$ cat src/rtl/atm_pkg.sv
// Shared constants, opcodes, status codes and FSM state type for the ATM transaction controller.
package atm_pkg;

  localparam int ACCTS     = 16;
  localparam int BAL_WIDTH = 10;
  localparam int CNT_WIDTH = 8;

  localparam logic [1:0] OP_BAL  = 2'b00;
  localparam logic [1:0] OP_WDR  = 2'b01;
  localparam logic [1:0] OP_XFR  = 2'b10;
  localparam logic [1:0] OP_EXIT = 2'b11;

  localparam logic [1:0] ST_NOFUNDS = 2'b00;
  localparam logic [1:0] ST_OK      = 2'b01;
  localparam logic [1:0] ST_INVALID = 2'b10;
  localparam logic [1:0] ST_EXIT    = 2'b11;

  typedef enum logic [2:0] {
    IDLE,
    RD,
    EXEC,
    WR_SRC,
    WR_DST,
    RESP
  } state_e;

  localparam logic [BAL_WIDTH-1:0] INIT_BALANCE [ACCTS] = '{
    10'd214, 10'd502, 10'd237, 10'd109, 10'd250, 10'd234, 10'd213, 10'd504,
    10'd341, 10'd491, 10'd73,  10'd438, 10'd340, 10'd310, 10'd463, 10'd239
  };

endpackage

$ cat src/rtl/atm_balance_bank.sv
// Account balance storage: per-entry registers reset to the initial table,
// two registered read ports and one synchronous write port (read-old on collision).
module atm_balance_bank
  import atm_pkg::*;
#(
  parameter int  N_ACCT = ACCTS,
  parameter int  BAL_W  = BAL_WIDTH,
  localparam int AW     = $clog2(N_ACCT)
) (
  input  logic             clk,
  input  logic             rst,
  input  logic [AW-1:0]    rd_a_addr,
  input  logic [AW-1:0]    rd_b_addr,
  output logic [BAL_W-1:0] rd_a_data,
  output logic [BAL_W-1:0] rd_b_data,
  input  logic             wr_en,
  input  logic [AW-1:0]    wr_addr,
  input  logic [BAL_W-1:0] wr_data
);

  logic [BAL_W-1:0] mem_rd [N_ACCT];
  logic [BAL_W-1:0] rd_a_q;
  logic [BAL_W-1:0] rd_b_q;

  generate
    for (genvar gi = 0; gi < N_ACCT; gi++) begin : g_entry
      logic [BAL_W-1:0] entry_q;

      always_ff @(posedge clk or posedge rst) begin
        if (rst) begin
          entry_q <= BAL_W'(INIT_BALANCE[gi]);
        end else if (wr_en && (wr_addr == AW'(gi))) begin
          entry_q <= wr_data;
        end
      end

      assign mem_rd[gi] = entry_q;
    end
  endgenerate

  // Reads sample the pre-write contents, so a same-cycle write is not visible.
  always_ff @(posedge clk or posedge rst) begin
    if (rst) begin
      rd_a_q <= '0;
      rd_b_q <= '0;
    end else begin
      rd_a_q <= mem_rd[rd_a_addr];
      rd_b_q <= mem_rd[rd_b_addr];
    end
  end

  assign rd_a_data = rd_a_q;
  assign rd_b_data = rd_b_q;

endmodule

$ cat src/rtl/atm_txn_controller.sv
// ATM transaction sequencer: accepts one request, runs read-check-write against
// the balance bank, and returns status and source balance over a valid/ready channel.
module atm_txn_controller
  import atm_pkg::*;
#(
  parameter int  N_ACCT = ACCTS,
  parameter int  BAL_W  = BAL_WIDTH,
  parameter int  CNT_W  = CNT_WIDTH,
  localparam int AW     = $clog2(N_ACCT)
) (
  input  logic             clk,
  input  logic             rst,
  input  logic             req_valid,
  output logic             req_ready,
  input  logic [1:0]       req_select,
  input  logic [AW-1:0]    req_src,
  input  logic [AW-1:0]    req_dst,
  input  logic [BAL_W-1:0] req_amount,
  output logic             resp_valid,
  input  logic             resp_ready,
  output logic [1:0]       resp_status,
  output logic [BAL_W-1:0] resp_balance,
  output logic [CNT_W-1:0] txn_count
);

  state_e           state_q, state_d;
  logic [1:0]       op_q;
  logic [AW-1:0]    src_q, dst_q;
  logic [BAL_W-1:0] amt_q;
  logic [BAL_W-1:0] new_dst_q, new_dst_d;
  logic [1:0]       status_q, status_d;
  logic [BAL_W-1:0] balance_q, balance_d;
  logic [CNT_W-1:0] cnt_q, cnt_d;

  logic [BAL_W-1:0] bal_src, bal_dst;
  logic [BAL_W:0]   dst_sum;
  logic             no_funds;
  logic             wr_en;
  logic [AW-1:0]    wr_addr;
  logic [BAL_W-1:0] wr_data;

  atm_balance_bank #(
    .N_ACCT (N_ACCT),
    .BAL_W  (BAL_W)
  ) u_bank (
    .clk       (clk),
    .rst       (rst),
    .rd_a_addr (src_q),
    .rd_b_addr (dst_q),
    .rd_a_data (bal_src),
    .rd_b_data (bal_dst),
    .wr_en     (wr_en),
    .wr_addr   (wr_addr),
    .wr_data   (wr_data)
  );

  // One extra bit so a destination overflow past the balance range is visible.
  assign dst_sum  = {1'b0, bal_dst} + {1'b0, amt_q};
  assign no_funds = (amt_q > bal_src);

  always_comb begin
    state_d   = state_q;
    status_d  = status_q;
    balance_d = balance_q;
    new_dst_d = new_dst_q;
    cnt_d     = cnt_q;
    case (state_q)
      IDLE: begin
        if (req_valid) state_d = RD;
      end
      RD: state_d = EXEC;
      EXEC: begin
        state_d   = RESP;
        balance_d = bal_src;
        new_dst_d = dst_sum[BAL_W-1:0];
        case (op_q)
          OP_BAL: status_d = ST_OK;
          OP_WDR: begin
            if (no_funds) begin
              status_d = ST_NOFUNDS;
            end else begin
              status_d  = ST_OK;
              balance_d = bal_src - amt_q;
              state_d   = WR_SRC;
            end
          end
          OP_XFR: begin
            if (src_q == dst_q) begin
              status_d = ST_INVALID;
            end else if (no_funds) begin
              status_d = ST_NOFUNDS;
            end else if (dst_sum[BAL_W]) begin
              status_d = ST_INVALID;
            end else begin
              status_d  = ST_OK;
              balance_d = bal_src - amt_q;
              state_d   = WR_SRC;
            end
          end
          default: status_d = ST_EXIT;
        endcase
      end
      WR_SRC: state_d = (op_q == OP_XFR) ? WR_DST : RESP;
      WR_DST: state_d = RESP;
      RESP: begin
        if (resp_ready) begin
          state_d = IDLE;
          if (status_q == ST_OK) cnt_d = cnt_q + 1'b1;
        end
      end
      default: state_d = IDLE;
    endcase
  end

  always_ff @(posedge clk or posedge rst) begin
    if (rst) begin
      state_q   <= IDLE;
      op_q      <= OP_BAL;
      src_q     <= '0;
      dst_q     <= '0;
      amt_q     <= '0;
      new_dst_q <= '0;
      status_q  <= ST_NOFUNDS;
      balance_q <= '0;
      cnt_q     <= '0;
    end else begin
      state_q   <= state_d;
      new_dst_q <= new_dst_d;
      status_q  <= status_d;
      balance_q <= balance_d;
      cnt_q     <= cnt_d;
      if ((state_q == IDLE) && req_valid) begin
        op_q  <= req_select;
        src_q <= req_src;
        dst_q <= req_dst;
        amt_q <= req_amount;
      end
    end
  end

  // The response balance already holds the new source balance, so it doubles as write data.
  assign wr_en   = (state_q == WR_SRC) || (state_q == WR_DST);
  assign wr_addr = (state_q == WR_DST) ? dst_q : src_q;
  assign wr_data = (state_q == WR_DST) ? new_dst_q : balance_q;

  assign req_ready    = (state_q == IDLE);
  assign resp_valid   = (state_q == RESP);
  assign resp_status  = status_q;
  assign resp_balance = balance_q;
  assign txn_count    = cnt_q;

endmodule

$ cat config.mk
export PLATFORM = sky130hd
export DESIGN_NAME = atm_txn_controller
export DESIGN_NICKNAME = d
export VERILOG_FILES = /design/src/rtl/atm_pkg.sv /design/src/rtl/atm_balance_bank.sv /design/src/rtl/atm_txn_controller.sv
export SDC_FILE = /design/constraint.sdc
export NUM_CORES = 1
export LEC_CHECK = 0
export ABC_AREA = 1
export ABC_CLOCK_PERIOD_IN_PS = 7500
export BUFFER_PORTS_ARGS = -buffer_cell sky130_fd_sc_hd__buf_2
export CAP_MARGIN = 20
export CORE_ASPECT_RATIO = 0.5
export CORE_MARGIN = 3
export CORE_UTILIZATION = 33
export CTS_CLUSTER_DIAMETER = 60
export DETAILED_ROUTE_END_ITERATION = 12
export SLEW_MARGIN = 40
export SYNTH_ARGS = -nofsm -noshare
export SYNTH_HDL_FRONTEND = slang
export SYNTH_SLANG_ARGS = --single-unit
$ cat constraint.sdc
create_clock -name clk -period 7.5 [get_ports clk]
set_clock_uncertainty 0.2 [all_clocks]
set_input_delay 0 -clock clk [delete_from_list [all_inputs] [get_ports clk]]
set_output_delay 0 -clock clk [all_outputs]
set_load 0.01 [all_outputs]
# Word-level counts from Yosys, hierarchy flattened
# Cells that the tools add are included.
[totals]
elab_cells = 111
output_inout_bits = 22
ff_bits = 233
in_bits = 24
[op_classes]
order_cmp = 3
n_addsub = 3
bitwise_logic = 2
reduce_logical = 23
mux = 27
eq_ne = 26
[op_table]
columns = ["operator", "n"]
rows = [
  ["two-way mux 10 bit", 9],
  ["binary-select mux 10 bit (select 4 bit)", 2],
  ["== test 4 bit (second input constant)", 8],
  ["case mux 10 bit (2 select lines)", 1],
  ["two-way mux 3 bit", 6],
  ["case mux 3 bit (6 select lines)", 1],
  ["logical AND 1 bit", 17],
  ["== test 4 x 3 -> 1 bit (second input constant)", 4],
  ["adder 10 x 10 -> 11 bit", 1],
  ["greater-or-equal comparator 5 bit (second input constant)", 2],
  ["greater-than comparator 10 bit", 1],
  ["inverter 4 -> 5 bit", 2],
  ["subtractor 10 bit", 1],
  ["adder 8 x 1 -> 8 bit (second input constant)", 1],
  ["== test 4 x 2 -> 1 bit (second input constant)", 2],
  ["== test 3 x 2 -> 1 bit (second input constant)", 2],
  ["== test 3 bit (second input constant)", 2],
  ["two-way mux 2 bit", 3],
  ["case mux 2 bit (3 select lines)", 1],
  ["case mux 3 bit (2 select lines)", 1],
  ["== test 2 x 1 -> 1 bit (second input constant)", 2],
  ["== test 4 x 1 -> 1 bit (second input constant)", 1],
  ["== test 4 bit", 1],
  ["logical NOT 4 bit", 1],
  ["other kinds (11)", 12],
]

# Logic depth before layout (Yosys ltp)
# Gate-level depths: netlist (run 1).
[depth]
word_depth = 6
depth_mapped = 16
mapped_depth_nobuf = 16

# Hierarchy
# Synthesis (run 1) repeated with hierarchy kept, for this count alone.
[unflattened]
cells_unflattened = 1889
area_unflattened_um2 = 13585.5
[modules_own_cells]
columns = ["module", "n_inst", "seq_area_each_um2", "area_each_um2", "cells_per_inst"]
rows = [
  ["atm_balance_bank", 1, 4615.7, 10037.1, 1433],
  ["atm_txn_controller", 1, 1326.3, 3548.4, 456],
]

# Worst setup path after synthesis (run 1)
# No wires, ideal clock.
[synth_path]
path_kind = "register -> register"
startpoint = "register amt_q[0]"
endpoint = "register balance_q[4], in the netlist resp_balance[4]"
setup_time_ns = 0.117
slack_ns = 5.374
stages_incl_launch_ff = 11
arrival_time_ns = 1.809
t_required_ns = 7.183
synth_period_minus_slack_ns = 2.126
n_path_buf = 0
cell_sequence = "dfrtp_1 -> ha_1 -> fa_1 -> inv_1 -> o211ai_1 -> o21ai_2 -> nand2_1 -> nand2_1 -> nand2_1 -> nand2_1 -> nand2_1"
[synth_via]
elab_chain_cells = 5
elab_cells_between_ends = 8
classes_between = "add/sub (2); order compare (1); mux (5)"
[synth_rtl]
columns = ["item", "line", "text"]
rows = [
  ["start, declared", "atm_txn_controller.sv:29", "logic [BAL_W-1:0] amt_q;"],
  ["start signal, assigned", "atm_txn_controller.sv:136", "amt_q <= req_amount;"],
  ["subtractor 10 bit / adder 10 x 10 -> 11 bit (equally long branches)", "atm_txn_controller.sv:83, atm_txn_controller.sv:96, atm_txn_controller.sv:58", ""],
  ["two-way mux 10 bit", "atm_txn_controller.sv:92", "end else if (dst_sum[BAL_W]) begin"],
  ["two-way mux 10 bit", "atm_txn_controller.sv:90", "end else if (no_funds) begin"],
  ["two-way mux 10 bit", "atm_txn_controller.sv:88", "if (src_q == dst_q) begin"],
  ["case mux 10 bit (2 select lines) *", "atm_txn_controller.sv:76", "case (op_q)"],
  ["end signal, assigned", "atm_txn_controller.sv:130", "balance_q <= balance_d;"],
  ["end, declared", "atm_txn_controller.sv:32", "logic [BAL_W-1:0] balance_q, balance_d;"],
]
# Every way passes the cells marked *; elsewhere a longest branch is shown, timed or not.
# A chain may end at the register's enable or synchronous reset.

# Final worst setup path (run 1)
[layout_path]
startpoint = "register src_q[1]"
endpoint = "register u_bank.g_entry[3].entry_q[8]"
[layout_via]
elab_chain_cells = 3
[layout_rtl]
columns = ["item", "line", "text"]
rows = [
  ["start, declared", "atm_txn_controller.sv:28", "logic [AW-1:0] src_q, dst_q;"],
  ["start signal, assigned", "atm_txn_controller.sv:134", "src_q <= req_src;"],
  ["two-way mux 4 bit", "atm_txn_controller.sv:143", "assign wr_addr = (state_q == WR_DST) ? dst_q : src_q;"],
  ["== test 4 x 2 -> 1 bit", "atm_balance_bank.sv:32", "end else if (wr_en && (wr_addr == AW'(gi))) begin"],
  ["logical AND 1 bit", "atm_balance_bank.sv:32", ""],
  ["end signal, assigned", "atm_balance_bank.sv:31", "entry_q <= BAL_W'(INIT_BALANCE[gi]);"],
  ["end signal, assigned", "atm_balance_bank.sv:33", "entry_q <= wr_data;"],
  ["end, declared", "atm_balance_bank.sv:27", "logic [BAL_W-1:0] entry_q;"],
]
# No other way between the ends.

==> impl_metrics.xml, run 1 <==
<?xml version="1.0" encoding="UTF-8"?>
<metrics>
  <group name="outcome">
    <metric name="outcome" unit="">finished clean</metric>
  </group>
  <group name="global_routing">
    <metric name="antenna_found_initial" unit="">2</metric>
    <metric name="grt_max_degree" unit="">104</metric>
    <metric name="grt_usage" unit="%">18.4</metric>
    <metric name="first_global_vias" unit="">10700</metric>
    <metric name="grt_pass1_wl" unit="mm">61.8</metric>
    <metric name="global_route.overflow_total" unit="">0</metric>
  </group>
  <group name="min_path">
    <metric name="timing.hold.worst_endpoint" unit="">txn_count[1]$_DFFE_PP0P_</metric>
    <metric name="min_from" unit="">resp_ready</metric>
    <metric name="min_path_cells" unit="">6</metric>
    <metric name="worst_hold_path_type" unit="">input port to flop</metric>
  </group>
  <group name="worst_setup_path">
    <metric name="worstSetupStartpointType" unit="">flop</metric>
    <metric name="worst_r2r_dst" unit="">u_bank.g_entry[3].entry_q[8]$_DFFE_PP0P_</metric>
    <metric name="reg2reg_from" unit="">src_q[1]$_DFFE_PP0P_</metric>
    <metric name="worstSetupEndpointType" unit="">flop</metric>
    <metric name="timing.setup.critical_path_class" unit="">flop to flop</metric>
    <metric name="r2r_slack" unit="ps">4370</metric>
    <metric name="cp.arrival" unit="ps">3330</metric>
    <metric name="critical_path.max_fanout" unit="">44</metric>
    <metric name="required" unit="ps">7700</metric>
    <metric name="r2r_cells" unit="">8</metric>
  </group>
  <group name="timing">
    <metric name="unrepaired_setup_endpoints_after_global_routing" unit="">no</metric>
    <metric name="period_share" unit="%">41.8</metric>
    <metric name="finalHoldViolCount" unit="">0</metric>
    <metric name="finalSetupTns" unit="ps">0</metric>
    <metric name="setup_viol" unit="">0</metric>
    <metric name="worst-slew-pin-transition" unit="ps">864</metric>
    <metric name="final_max_slew_viol_count" unit="">0</metric>
    <metric name="timing.final.ws_setup" unit="ps">4370</metric>
    <metric name="min_period" unit="ps">3130</metric>
    <metric name="maxClockFrequency" unit="MHz">319</metric>
    <metric name="slew_headroom" unit="%">42.4</metric>
    <metric name="finalHoldWorstSlack" unit="ps">210</metric>
  </group>
  <group name="synth">
    <metric name="yosys-top-cells-area" unit="">sky130_fd_sc_hd__dfrtp_1 28%, sky130_fd_sc_hd__dfstp_2 18%, sky130_fd_sc_hd__nand2_1 11%, sky130_fd_sc_hd__o21ai_0 9.3%, sky130_fd_sc_hd__a21oi_1 6.1%</metric>
    <metric name="synth_sequential_area_ratio" unit="%">45.7</metric>
    <metric name="async_reset_ff_share" unit="%">100</metric>
    <metric name="synthAdderAreaFrac" unit="%">2.72</metric>
    <metric name="synth-compound-area-share" unit="%">23.8</metric>
    <metric name="synth.largest_area_cell" unit="">sky130_fd_sc_hd__dfrtp_1</metric>
    <metric name="synthesis.instances" unit="">1639</metric>
    <metric name="synth.cell_area" unit="um^2">13000</metric>
    <metric name="postSynthRegisterBits" unit="">233</metric>
    <metric name="dominantRegCellSynth" unit="">sky130_fd_sc_hd__dfrtp_1</metric>
    <metric name="synth.avg_cell_area" unit="um^2">7.93</metric>
    <metric name="synthesis.nets" unit="">1690</metric>
    <metric name="synth_edf_count" unit="">0</metric>
    <metric name="synth_top_family_by_area" unit="">compound AO/OA/AOI/OAI gates</metric>
    <metric name="post_synth_xor_area_fraction" unit="%">1.35</metric>
    <metric name="synth_simple_gate_area_share" unit="%">16.1</metric>
    <metric name="synth_top_area_share" unit="%">27.7</metric>
    <metric name="synth_warnings" unit="">0</metric>
    <metric name="yosys-mux-area-fraction" unit="%">1.75</metric>
    <metric name="synth_cell_type_count" unit="">43</metric>
  </group>
  <group name="floorplan">
    <metric name="coreArea" unit="um^2">38100</metric>
    <metric name="floorplan.initialDensity" unit="%">34.1</metric>
    <metric name="dieWidth" unit="um">287</metric>
    <metric name="num_rows" unit="">50</metric>
    <metric name="fp.dieArea" unit="um^2">41900</metric>
    <metric name="die_height" unit="um">146</metric>
    <metric name="boundaryPins" unit="">46</metric>
  </group>
  <group name="pwr">
    <metric name="power.total" unit="mW">6.90</metric>
    <metric name="seq_power_share" unit="%">34.0</metric>
    <metric name="power_frac_comb" unit="%">48.2</metric>
    <metric name="intPower" unit="mW">3.71</metric>
    <metric name="fraction_of_power_spent_switching_nets" unit="%">46.2</metric>
    <metric name="ir_drop" unit="mV">0.183</metric>
    <metric name="total_switching_power" unit="mW">3.19</metric>
    <metric name="power.static_leakage" unit="nW">6.48</metric>
    <metric name="clock_power_share" unit="%">17.8</metric>
    <metric name="power.density" unit="nW/um^2">462</metric>
  </group>
  <group name="final_layout">
    <metric name="final_cells" unit="">2216</metric>
    <metric name="post_layout_net_count" unit="">1727</metric>
    <metric name="layout.filler_cells" unit="">3858</metric>
    <metric name="finalCoreUtilization" unit="%">39.2</metric>
    <metric name="area_delta_synth_final" unit="%">14.9</metric>
    <metric name="antenna-diode-count" unit="">0</metric>
    <metric name="post_route_cells_drive_above_1_share" unit="%">14.6</metric>
    <metric name="stdcell_area" unit="um^2">14900</metric>
  </group>
  <group name="clock_tree">
    <metric name="tritoncts" unit="">built</metric>
    <metric name="number_of_buffers_added_by_the_clock_tree_synthesis_step" unit="">26</metric>
    <metric name="cts.path.max_buffers" unit="">3</metric>
    <metric name="cts_root_buf" unit="">sky130_fd_sc_hd__clkbuf_16</metric>
    <metric name="clk_transition_reported_paths" unit="ps">60</metric>
    <metric name="tritoncts_num_sinks" unit="">233</metric>
    <metric name="clkLatencyLatePin" unit="ps">530</metric>
    <metric name="cts_resized" unit="">0</metric>
    <metric name="h-tree-depth" unit="">1</metric>
  </group>
  <group name="drt">
    <metric name="detail_route.drc_violations" unit="">0</metric>
    <metric name="length_of_the_first_detailed_routing_pass_in_iterations" unit="">5</metric>
    <metric name="wl_per_cell" unit="um">17.4</metric>
    <metric name="antenna_left" unit="">0</metric>
    <metric name="vias" unit="">11300</metric>
    <metric name="viasPerCell" unit="">5.12</metric>
    <metric name="routed_wl" unit="mm">38.5</metric>
    <metric name="drtIter0Drc" unit="">1056</metric>
  </group>
  <group name="place">
    <metric name="preCtsSetupSlack" unit="ps">4380</metric>
    <metric name="detailed_placement_wirelength_estimate" unit="mm">25.0</metric>
    <metric name="port_buffers" unit="">45</metric>
    <metric name="placedCellCount" unit="">2106</metric>
    <metric name="placed_area" unit="um^2">13500</metric>
    <metric name="routabilityCongestion" unit="">0.884</metric>
  </group>
  <group name="run">
    <metric name="number_of_maximum_capacitance_constraint_violations" unit="">0</metric>
  </group>
</metrics>
[cell type report]
class	count	area (um^2)	share of cell area (%)
Multi-Input combinational cell	1145	5970	40.0
Sequential cell	233	5950	39.9
Timing Repair Buffer	126	1000	6.72
Clock buffer	40	734	4.92
Tap cell	520	651	4.36
Inverter	144	548	3.67
Clock inverter	8	68.8	0.461
[state kept, by name, summed over array words and instances (netlist names)]
name                    flops
amt_q                      10
dst_q                       4
new_dst_q                  10
op_q                        2
resp_balance               10
resp_status                 2
src_q                       4
state_q                     3
txn_count                   8
u_bank.g_entry.entry_q    160
u_bank.rd_a_data           10
u_bank.rd_b_data           10
[synthesized netlist by cell type, types with 2 or more instances]
cell type / n
sky130_fd_sc_hd__a21o_1: 4
sky130_fd_sc_hd__a21oi_1: 158
sky130_fd_sc_hd__buf_1: 5
sky130_fd_sc_hd__buf_2: 21
sky130_fd_sc_hd__buf_4: 6
sky130_fd_sc_hd__buf_6: 10
sky130_fd_sc_hd__clkbuf_1: 64
sky130_fd_sc_hd__clkbuf_2: 11
sky130_fd_sc_hd__dfrtp_1: 144
sky130_fd_sc_hd__dfstp_2: 89
sky130_fd_sc_hd__fa_1: 2
sky130_fd_sc_hd__ha_1: 25
sky130_fd_sc_hd__inv_1: 142
sky130_fd_sc_hd__mux2_2: 3
sky130_fd_sc_hd__mux2i_1: 18
sky130_fd_sc_hd__nand2_1: 386
sky130_fd_sc_hd__nand3_1: 54
sky130_fd_sc_hd__nand4_1: 8
sky130_fd_sc_hd__nor2_1: 53
sky130_fd_sc_hd__nor2_2: 2
sky130_fd_sc_hd__nor2_4: 3
sky130_fd_sc_hd__o211ai_1: 17
sky130_fd_sc_hd__o21ai_0: 241
sky130_fd_sc_hd__o21ai_1: 74
sky130_fd_sc_hd__o21ai_2: 29
sky130_fd_sc_hd__o21bai_1: 3
sky130_fd_sc_hd__o221ai_1: 24
sky130_fd_sc_hd__o22ai_1: 9
sky130_fd_sc_hd__or2_2: 2
sky130_fd_sc_hd__xnor2_1: 9
sky130_fd_sc_hd__xor2_1: 11
[kinds of logic (layout without fill, tap and decap cells)]
| group | Yosys count | in the layout |
|---|---|---|
| flops | 233 | 233 |
| xor+xnor | 20 | 20 |
| buf+inv | 261 | 318 |
| compound gates | 561 | 561 |
| fa+ha+maj | 27 | 27 |
| mux | 22 | 22 |
| simple gates | 515 | 515 |
[layout by cell type (no fill, tap or decap), types with 53 or more instances in the layout]
| master | instances |
|---|---|
| sky130_fd_sc_hd__nand2_1 | 381 |
| sky130_fd_sc_hd__o21ai_0 | 241 |
| sky130_fd_sc_hd__a21oi_1 | 157 |
| sky130_fd_sc_hd__inv_1 | 141 |
| sky130_fd_sc_hd__dfrtp_1 | 140 |
| sky130_fd_sc_hd__dfstp_2 | 89 |
| sky130_fd_sc_hd__o21ai_1 | 74 |
| sky130_fd_sc_hd__dlygate4sd3_1 | 62 |
| sky130_fd_sc_hd__nand3_1 | 54 |
| sky130_fd_sc_hd__nor2_1 | 53 |
[per-layer routing]
| layer | up-vias | global-route usage, % | wire length [um] |
|---|---|---|---|
| li1 | 5574 | - | - |
| met3 | 46 | 3.51 | 2700 |
| met1 | 5383 | 25.9 | 17500 |
| met5 | - | 0 | 27 |
| met4 | 4 | 3.96 | 722 |
| met2 | 328 | 29.3 | 17500 |
[worst max-delay path, cell delays in order (launching register included)]
cell and delay, ps:
sky130_fd_sc_hd__dfrtp_2 830, sky130_fd_sc_hd__buf_4 570, sky130_fd_sc_hd__nand2_1 180, sky130_fd_sc_hd__o21ai_4 150, sky130_fd_sc_hd__inv_2 100, sky130_fd_sc_hd__nor2_4 170, sky130_fd_sc_hd__nand2_1 480, sky130_fd_sc_hd__nand2_1 230
sky130_fd_sc_hd__o21ai_2 70
[how the worst max path moves through the flow]
stage                    startpoint                                        end  slack, ps  cells after the start
3_3_place_gp   src_q[0]$_DFFE_PP0P_                     state_q[2]$_DFFE_PP0P_       4450                      8
6_report       src_q[1]$_DFFE_PP0P_   u_bank.g_entry[3].entry_q[8]$_DFFE_PP0P_       4370                      8
2_1_floorplan                   rst                       amt_q[0]$_DFFE_PP0P_       1060                      1
5_1_grt        src_q[1]$_DFFE_PP0P_   u_bank.g_entry[2].entry_q[2]$_DFFE_PP1P_       4100                      7
3_5_place_dp   src_q[1]$_DFFE_PP0P_  u_bank.g_entry[15].entry_q[5]$_DFFE_PP1P_       4380                      7
4_1_cts        src_q[1]$_DFFE_PP0P_  u_bank.g_entry[15].entry_q[5]$_DFFE_PP1P_       4350                      7
[power by group through the flow]
stage / Sequential (mW) / Combinational (mW) / Clock [mW]
finish: 2.34 / 3.32 / 1.23
global route: 2.41 / 3.76 / 1.30
CTS: 2.33 / 3.29 / 1.25
detailed placement: 2.35 / 3.16 / 0
global placement: 2.35 / 3.11 / 0
floorplan: 2.07 / 2.44 / 0
[what timing repair did]
| item | 4_1_cts | 5_1_grt |
|---|---|---|
| hold buffers | 62 | 0 |
| hold endpoints to repair | 131 | 0 |
| setup buffers | 0 | 0 |
Power figures use the tool's default switching activity.
==> run 2: changes to the inputs <==
Settings changed: ABC_CLOCK_PERIOD_IN_PS 7500 to 2750.
Clock period 7.5 ns to 2.75 ns, I/O delays scaled along.
==> run 2 against run 1 <==
  * Via count increased by 1.1%
  * Combinational power increased to 2.9 times the previous value
  * Routed wire length increased by 0.36%
  * Global-route usage about the same
  * Worst setup slack got worse by 4200 ps
  * Non-clock buffer count increased by 38
  * Critical path type unchanged
  * Highest routed layer is now met4
==> impl_metrics.xml, run 2 (synthesized netlist as in run 1, its figures left out) <==
<?xml version="1.0" encoding="UTF-8"?>
<metrics>
  <group name="outcome">
    <metric name="outcome" unit="">finished clean</metric>
  </group>
  <group name="run">
    <metric name="number_of_maximum_capacitance_constraint_violations" unit="">0</metric>
  </group>
  <group name="worst_setup_path">
    <metric name="worstSetupStartpoint" unit="">state_q[0]$_DFFE_PP0P_</metric>
    <metric name="required" unit="ps">2970</metric>
    <metric name="reg2reg_from" unit="">state_q[0]$_DFFE_PP0P_</metric>
    <metric name="r2r_cells" unit="">9</metric>
    <metric name="timing.critical_path.to" unit="">amt_q[8]$_DFFE_PP0P_</metric>
    <metric name="r2r_slack" unit="ps">130</metric>
    <metric name="cp.arrival" unit="ps">2840</metric>
    <metric name="critical_path.max_fanout" unit="">37</metric>
    <metric name="worstSetupEndpointType" unit="">flop</metric>
    <metric name="worstSetupStartpointType" unit="">flop</metric>
    <metric name="timing.setup.critical_path_class" unit="">flop to flop</metric>
    <metric name="worst_r2r_dst" unit="">amt_q[8]$_DFFE_PP0P_</metric>
  </group>
  <group name="drt">
    <metric name="wl_per_cell" unit="um">17.1</metric>
    <metric name="vias" unit="">11500</metric>
    <metric name="drtIter0Drc" unit="">1071</metric>
    <metric name="routed_wl" unit="mm">38.6</metric>
    <metric name="viasPerCell" unit="">5.09</metric>
    <metric name="detail_route.drc_violations" unit="">0</metric>
    <metric name="antenna_left" unit="">0</metric>
    <metric name="length_of_the_first_detailed_routing_pass_in_iterations" unit="">6</metric>
  </group>
  <group name="pwr">
    <metric name="power.total" unit="mW">19.2</metric>
    <metric name="power.density" unit="nW/um^2">1260</metric>
    <metric name="power.static_leakage" unit="nW">6.67</metric>
    <metric name="ir_drop" unit="mV">0.717</metric>
  </group>
  <group name="min_path">
    <metric name="worst_hold_path_type" unit="">input port to flop</metric>
  </group>
  <group name="floorplan">
    <metric name="coreArea" unit="um^2">38100</metric>
    <metric name="dieWidth" unit="um">287</metric>
    <metric name="die_height" unit="um">146</metric>
    <metric name="num_rows" unit="">50</metric>
    <metric name="floorplan.initialDensity" unit="%">34.1</metric>
    <metric name="fp.dieArea" unit="um^2">41900</metric>
    <metric name="boundaryPins" unit="">46</metric>
  </group>
  <group name="timing">
    <metric name="period_share" unit="%">95.4</metric>
    <metric name="min_period" unit="ps">2620</metric>
    <metric name="unrepaired_setup_endpoints_after_global_routing" unit="">no</metric>
    <metric name="maxClockFrequency" unit="MHz">381</metric>
    <metric name="finalSetupTns" unit="ps">0</metric>
    <metric name="setup_viol" unit="">0</metric>
    <metric name="final_max_slew_viol_count" unit="">0</metric>
    <metric name="finalHoldViolCount" unit="">0</metric>
    <metric name="worst-slew-pin-transition" unit="ps">760</metric>
    <metric name="slew_headroom" unit="%">49.3</metric>
  </group>
  <group name="clock_tree">
    <metric name="cts.path.max_buffers" unit="">3</metric>
    <metric name="number_of_buffers_added_by_the_clock_tree_synthesis_step" unit="">26</metric>
    <metric name="tritoncts_num_sinks" unit="">233</metric>
    <metric name="cts_root_buf" unit="">sky130_fd_sc_hd__clkbuf_16</metric>
    <metric name="clkLatencyLatePin" unit="ps">540</metric>
    <metric name="h-tree-depth" unit="">1</metric>
    <metric name="clk_transition_reported_paths" unit="ps">60</metric>
    <metric name="tritoncts" unit="">built</metric>
  </group>
  <group name="place">
    <metric name="routabilityCongestion" unit="">0.902</metric>
    <metric name="placed_area" unit="um^2">13900</metric>
    <metric name="port_buffers" unit="">45</metric>
    <metric name="detailed_placement_wirelength_estimate" unit="mm">26.4</metric>
  </group>
  <group name="final_layout">
    <metric name="stdcell_area" unit="um^2">15300</metric>
    <metric name="area_delta_synth_final" unit="%">17.8</metric>
    <metric name="registers.top_by_ff_count" unit="">u_bank.g_entry.entry_q</metric>
    <metric name="flip_flop_count_of_the_largest_register_all_copies_and_words_added" unit="">160</metric>
    <metric name="mostFrequentLayoutCell" unit="">sky130_fd_sc_hd__nand2_1</metric>
    <metric name="post_layout_net_count" unit="">1765</metric>
    <metric name="layout.filler_cells" unit="">3831</metric>
    <metric name="post_route_cells_drive_above_1_share" unit="%">16.7</metric>
    <metric name="layout_common_cells" unit="">386 x sky130_fd_sc_hd__nand2_1, 241 x sky130_fd_sc_hd__o21ai_0, 158 x sky130_fd_sc_hd__a21oi_1, 141 x sky130_fd_sc_hd__inv_1, 140 x sky130_fd_sc_hd__dfrtp_1</metric>
    <metric name="finalCoreUtilization" unit="%">40.2</metric>
    <metric name="antenna-diode-count" unit="">0</metric>
  </group>
  <group name="global_routing">
    <metric name="grt_max_degree" unit="">82</metric>
    <metric name="global_route.overflow_total" unit="">0</metric>
    <metric name="grt_usage" unit="%">18.4</metric>
    <metric name="grt_pass1_wl" unit="mm">61.9</metric>
    <metric name="first_global_vias" unit="">10800</metric>
    <metric name="antenna_found_initial" unit="">0</metric>
  </group>
</metrics>
==> run 2: cell types whose count changed in the layout (fill, tap and decap cells not counted), moves of 2 or more <==
cell | previous run | this run
sky130_fd_sc_hd__buf_4 | 15 | 54
sky130_fd_sc_hd__buf_12 | 0 | 10
sky130_fd_sc_hd__dlygate4sd3_1 | 62 | 55
sky130_fd_sc_hd__clkbuf_8 | 1 | 7
sky130_fd_sc_hd__nand2_1 | 381 | 386
sky130_fd_sc_hd__nand2_2 | 6 | 1
sky130_fd_sc_hd__buf_6 | 4 | 0
sky130_fd_sc_hd__clkinv_2 | 6 | 2
sky130_fd_sc_hd__clkbuf_1 | 12 | 9
sky130_fd_sc_hd__clkinvlp_4 | 0 | 3
sky130_fd_sc_hd__mux2i_2 | 0 | 2
==> run 2: final cells by class <==
cell class / count / area [um^2] / share of cell area [%]
clock buffers: 43 / 806 / 5.26
clock inverters: 5 / 33.8 / 0.221
inverters: 144 / 544 / 3.56
multi-input cells: 1145 / 5940 / 38.8
flip-flops and latches: 233 / 5950 / 38.9
well taps: 520 / 651 / 4.25
repair buffers: 164 / 1380 / 9.02
==> run 2: how the worst min path moves through the flow <==
stage	cells after the start	slack, ps	start	endpoint
floorplan	1	-50	req_amount[0]	amt_q[0]$_DFFE_PP0P_
global placement	2	-20	rst	u_bank.g_entry[10].entry_q[1]$_DFFE_PP0P_
detailed placement	2	-30	rst	dst_q[0]$_DFFE_PP0P_
CTS	5	100	resp_ready	state_q[2]$_DFFE_PP0P_
global route	5	140	resp_ready	state_q[2]$_DFFE_PP0P_
finish	5	120	resp_ready	state_q[2]$_DFFE_PP0P_
==> run 2: per-layer routing <==
layer | GRT usage, % | routed length (um)
met1 | 26.4 | 18400
met2 | 29.4 | 17200
met3 | 2.68 | 2150
met4 | 4.09 | 767
met5 | 0 | 0
==> run 2: through the flow <==
stage               hold slack (ps)  std cells  setup WS, ps
floorplan                     -49.4       1639          -427
global placement              -24.6       2150           341
detailed placement            -34.0       2150           349
CTS                             101       2253          31.0
global route                    138       2254          4.52
finish                          117       2254           126
==> run 2: repair_timing <==
action | in CTS | in global routing
endpoints found under the hold margin | 177 | 0
setup endpoints to repair | 0 | 12
gates resized for setup | 0 | 4
hold buffers | 55 | 0
setup buffers | 0 | 1
==> run 2: where the power goes <==
group          switching (mW)  total (mW)  internal (mW)
clock                    1.44        3.44           1.99
sequential              0.998        6.01           5.01
combinational            6.32        9.77           3.45
total                    8.76        19.2           10.5
==> run 2: worst max-delay path, stage by stage, from the launching register on <==
cell                            delay [ps]
sky130_fd_sc_hd__dfrtp_1               410
sky130_fd_sc_hd__nor2_2                150
sky130_fd_sc_hd__nand2_1                80
sky130_fd_sc_hd__inv_1                  80
sky130_fd_sc_hd__nand2_1                90
sky130_fd_sc_hd__buf_12                190
sky130_fd_sc_hd__nor2_1                120
sky130_fd_sc_hd__dlygate4sd3_1         560
sky130_fd_sc_hd__a21oi_1                40
sky130_fd_sc_hd__dlygate4sd3_1         560
==> run 3: changes to the inputs <==
Settings changed: CORE_UTILIZATION 33 to 55, PLACE_DENSITY set to 0.75.
==> run 3 against run 2 <==
  * Cell count decreased by 10%
  * Via count increased by 5.3%
  * Worst hold slack got worse by 35 ps
  * First-iteration DRC count increased by 46%
  * Sequential cell count unchanged
  * Design area decreased by 2.4%
  * Critical endpoint is now src_q[3]$_DFFE_PP0P_
==> impl_metrics.xml, run 3 (synthesized netlist as in run 1, its figures left out) <==
<?xml version="1.0" encoding="UTF-8"?>
<metrics>
  <group name="drt">
    <metric name="length_of_the_first_detailed_routing_pass_in_iterations" unit="">6</metric>
    <metric name="wl_per_cell" unit="um">19.1</metric>
    <metric name="vias" unit="">12100</metric>
    <metric name="detail_route.drc_violations" unit="">0</metric>
    <metric name="drtIter0Drc" unit="">1568</metric>
    <metric name="antenna_left" unit="">0</metric>
    <metric name="routed_wl" unit="mm">38.7</metric>
    <metric name="viasPerCell" unit="">5.96</metric>
  </group>
  <group name="worst_setup_path">
    <metric name="cp_slowest_stage_delay" unit="ps">590</metric>
    <metric name="path_cells" unit="">nor2_4 &gt; nand2_1 &gt; inv_1 &gt; nand2_1 &gt; buf_12 &gt; nor2_1 &gt; dlygate4sd3_1 &gt; a21oi_1 &gt; dlygate4sd3_1</metric>
    <metric name="worstSetupStartpointType" unit="">flop</metric>
    <metric name="required" unit="ps">2930</metric>
    <metric name="timing.critical_path.slowest_stage_cell" unit="">sky130_fd_sc_hd__dlygate4sd3_1</metric>
    <metric name="timing.setup.critical_path_class" unit="">flop to flop</metric>
    <metric name="crit_family" unit="">buffers and inverters</metric>
    <metric name="cp.arrival" unit="ps">2880</metric>
    <metric name="crit_buf_inv" unit="">4</metric>
    <metric name="critical_path.max_fanout" unit="">37</metric>
    <metric name="worstSetupEndpointType" unit="">flop</metric>
  </group>
  <group name="timing">
    <metric name="finalHoldViolCount" unit="">0</metric>
    <metric name="min_period" unit="ps">2690</metric>
    <metric name="maxClockFrequency" unit="MHz">371</metric>
    <metric name="final_max_slew_viol_count" unit="">0</metric>
    <metric name="finalHoldWorstSlack" unit="ps">81.6</metric>
    <metric name="worst-slew-pin-transition" unit="ps">749</metric>
    <metric name="slew_headroom" unit="%">50.0</metric>
    <metric name="period_share" unit="%">98.0</metric>
    <metric name="setup_viol" unit="">0</metric>
  </group>
  <group name="place">
    <metric name="routabilityCongestion" unit="">0.935</metric>
    <metric name="detailed_placement_wirelength_estimate" unit="mm">25.6</metric>
    <metric name="placed_area" unit="um^2">13600</metric>
    <metric name="port_buffers" unit="">45</metric>
    <metric name="placedCellCount" unit="">1937</metric>
  </group>
  <group name="final_layout">
    <metric name="antenna-diode-count" unit="">0</metric>
    <metric name="layout_common_cells" unit="">385 x sky130_fd_sc_hd__nand2_1, 241 x sky130_fd_sc_hd__o21ai_0, 158 x sky130_fd_sc_hd__a21oi_1, 141 x sky130_fd_sc_hd__inv_1, 139 x sky130_fd_sc_hd__dfrtp_1</metric>
    <metric name="multi_input_gate_area" unit="um^2">5950</metric>
    <metric name="registers.top_by_ff_count" unit="">u_bank.g_entry.entry_q</metric>
    <metric name="finalCoreUtilization" unit="%">64.8</metric>
    <metric name="stdcell_area" unit="um^2">14900</metric>
    <metric name="mostFrequentLayoutCell" unit="">sky130_fd_sc_hd__nand2_1</metric>
    <metric name="post_layout_net_count" unit="">1756</metric>
    <metric name="final_cells" unit="">2028</metric>
    <metric name="area_delta_synth_final" unit="%">14.9</metric>
    <metric name="layout.filler_cells" unit="">1852</metric>
    <metric name="post_route_cells_drive_above_1_share" unit="%">16.9</metric>
    <metric name="flip_flop_count_of_the_largest_register_all_copies_and_words_added" unit="">160</metric>
    <metric name="layout.area.seq" unit="um^2">5950</metric>
  </group>
  <group name="floorplan">
    <metric name="fp.dieArea" unit="um^2">25600</metric>
    <metric name="boundaryPins" unit="">46</metric>
    <metric name="coreArea" unit="um^2">23000</metric>
    <metric name="floorplan.initialDensity" unit="%">56.4</metric>
    <metric name="die_height" unit="um">115</metric>
    <metric name="num_rows" unit="">39</metric>
    <metric name="dieWidth" unit="um">223</metric>
  </group>
  <group name="global_routing">
    <metric name="first_global_vias" unit="">11200</metric>
    <metric name="grt_usage" unit="%">30.2</metric>
    <metric name="global_route.overflow_total" unit="">0</metric>
    <metric name="grt_pass1_wl" unit="mm">61.4</metric>
    <metric name="antenna_found_initial" unit="">0</metric>
    <metric name="grt_max_degree" unit="">73</metric>
  </group>
  <group name="clock_tree">
    <metric name="cts.path.max_buffers" unit="">3</metric>
    <metric name="tritoncts_num_sinks" unit="">233</metric>
    <metric name="clkLatencyLatePin" unit="ps">510</metric>
    <metric name="clk_transition_reported_paths" unit="ps">70</metric>
    <metric name="tritoncts" unit="">built</metric>
    <metric name="number_of_buffers_added_by_the_clock_tree_synthesis_step" unit="">22</metric>
    <metric name="cts_root_buf" unit="">sky130_fd_sc_hd__clkbuf_16</metric>
    <metric name="h-tree-depth" unit="">1</metric>
  </group>
  <group name="pwr">
    <metric name="ir_drop" unit="mV">0.614</metric>
    <metric name="clock_power_share" unit="%">17.0</metric>
    <metric name="power.total" unit="mW">19.2</metric>
    <metric name="fraction_of_power_spent_switching_nets" unit="%">45.8</metric>
    <metric name="power.static_leakage" unit="nW">6.64</metric>
    <metric name="total_switching_power" unit="mW">8.79</metric>
    <metric name="power_frac_comb" unit="%">50.9</metric>
    <metric name="seq_power_share" unit="%">32.1</metric>
    <metric name="power.density" unit="nW/um^2">1290</metric>
    <metric name="intPower" unit="mW">10.4</metric>
  </group>
  <group name="min_path">
    <metric name="worst_hold_path_type" unit="">input port to flop</metric>
  </group>
  <group name="outcome">
    <metric name="outcome" unit="">finished clean</metric>
  </group>
  <group name="run">
    <metric name="number_of_maximum_capacitance_constraint_violations" unit="">0</metric>
  </group>
</metrics>
## run 3: cell types whose count changed in the layout (fill, tap and decap cells not counted), sizes merged
cell         previous run  this run
clkbuf                 43        36
buf                   109       110
dlygate4sd3            55        49
bufinv                  0         2
clkinvlp                3         1
clkinv                  4         3
## run 3: metal layers
| layer | track usage (%) | wire [um] | part of all wire, % |
|---|---|---|---|
| met1 | 43.2 | 17000 | 44 |
| met3 | 5.46 | 3420 | 8.8 |
| met4 | 9.40 | 1240 | 3.2 |
| met5 | 0 | 0 | 0 |
| met2 | 47.4 | 17000 | 44 |
## run 3: repair_timing
action	CTS	global route
gates resized for setup	0	10
endpoints found under the setup margin	0	13
hold buffers	49	0
endpoints found under the hold margin	174	0
setup buffers	0	2
## run 3: worst register-to-register path: stages, from the launching register on
cell                            delay [ps]
sky130_fd_sc_hd__dfrtp_2               460
sky130_fd_sc_hd__nor2_4                140
sky130_fd_sc_hd__nand2_1                80
sky130_fd_sc_hd__inv_1                  90
sky130_fd_sc_hd__nand2_1                90
sky130_fd_sc_hd__buf_12                190
sky130_fd_sc_hd__nor2_1                130
sky130_fd_sc_hd__dlygate4sd3_1         570
sky130_fd_sc_hd__a21oi_1                40
sky130_fd_sc_hd__dlygate4sd3_1         590
## run 3: worst paths after layout
check	cells past startpoint	to	slack [ps]	startpoint
max	9	src_q[3]$_DFFE_PP0P_	60	state_q[0]$_DFFE_PP0P_
min	3	dst_q[0]$_DFFE_PP0P_	80	req_dst[0]
max reg2reg	9	src_q[3]$_DFFE_PP0P_	60	state_q[0]$_DFFE_PP0P_
min reg2reg	1	txn_count[7]$_DFFE_PP0P_	270	txn_count[7]$_DFFE_PP0P_
max in group asynchronous	5	u_bank.g_entry[0].entry_q[4]$_DFFE_PP1P_	920	rst
min in group asynchronous	4	resp_balance[7]$_DFFE_PP0P_	470	rst
## run 3: layout make-up
class                           instances  share of cell area, %
Multi-Input combinational cell       1145                   39.8
Tap cell                              307                   2.57
Clock inverter                          4                  0.469
Inverter                              144                   3.64
Clock buffer                           36                   4.72
Sequential cell                       233                   39.9
Timing Repair Buffer                  159                   8.90
## run 3: metrics by stage
stage,TNS [ps],setup slack [ps]
after global routing,-51.1,-13.3
after CTS,0,30.0
after floorplan,-61520,-427
after global placement,0,266
after detailed placement,0,244
final,0,55.3
## run 3: power groups by stage
stage / registers, mW / clock network (mW) / logic, mW
final: 6.16 / 3.27 / 9.77
after global routing: 6.30 / 3.43 / 10.8
after CTS: 6.09 / 3.29 / 9.49
after floorplan: 5.65 / 0 / 6.64
after global placement: 6.07 / 0 / 8.99
after detailed placement: 6.13 / 0 / 9.21
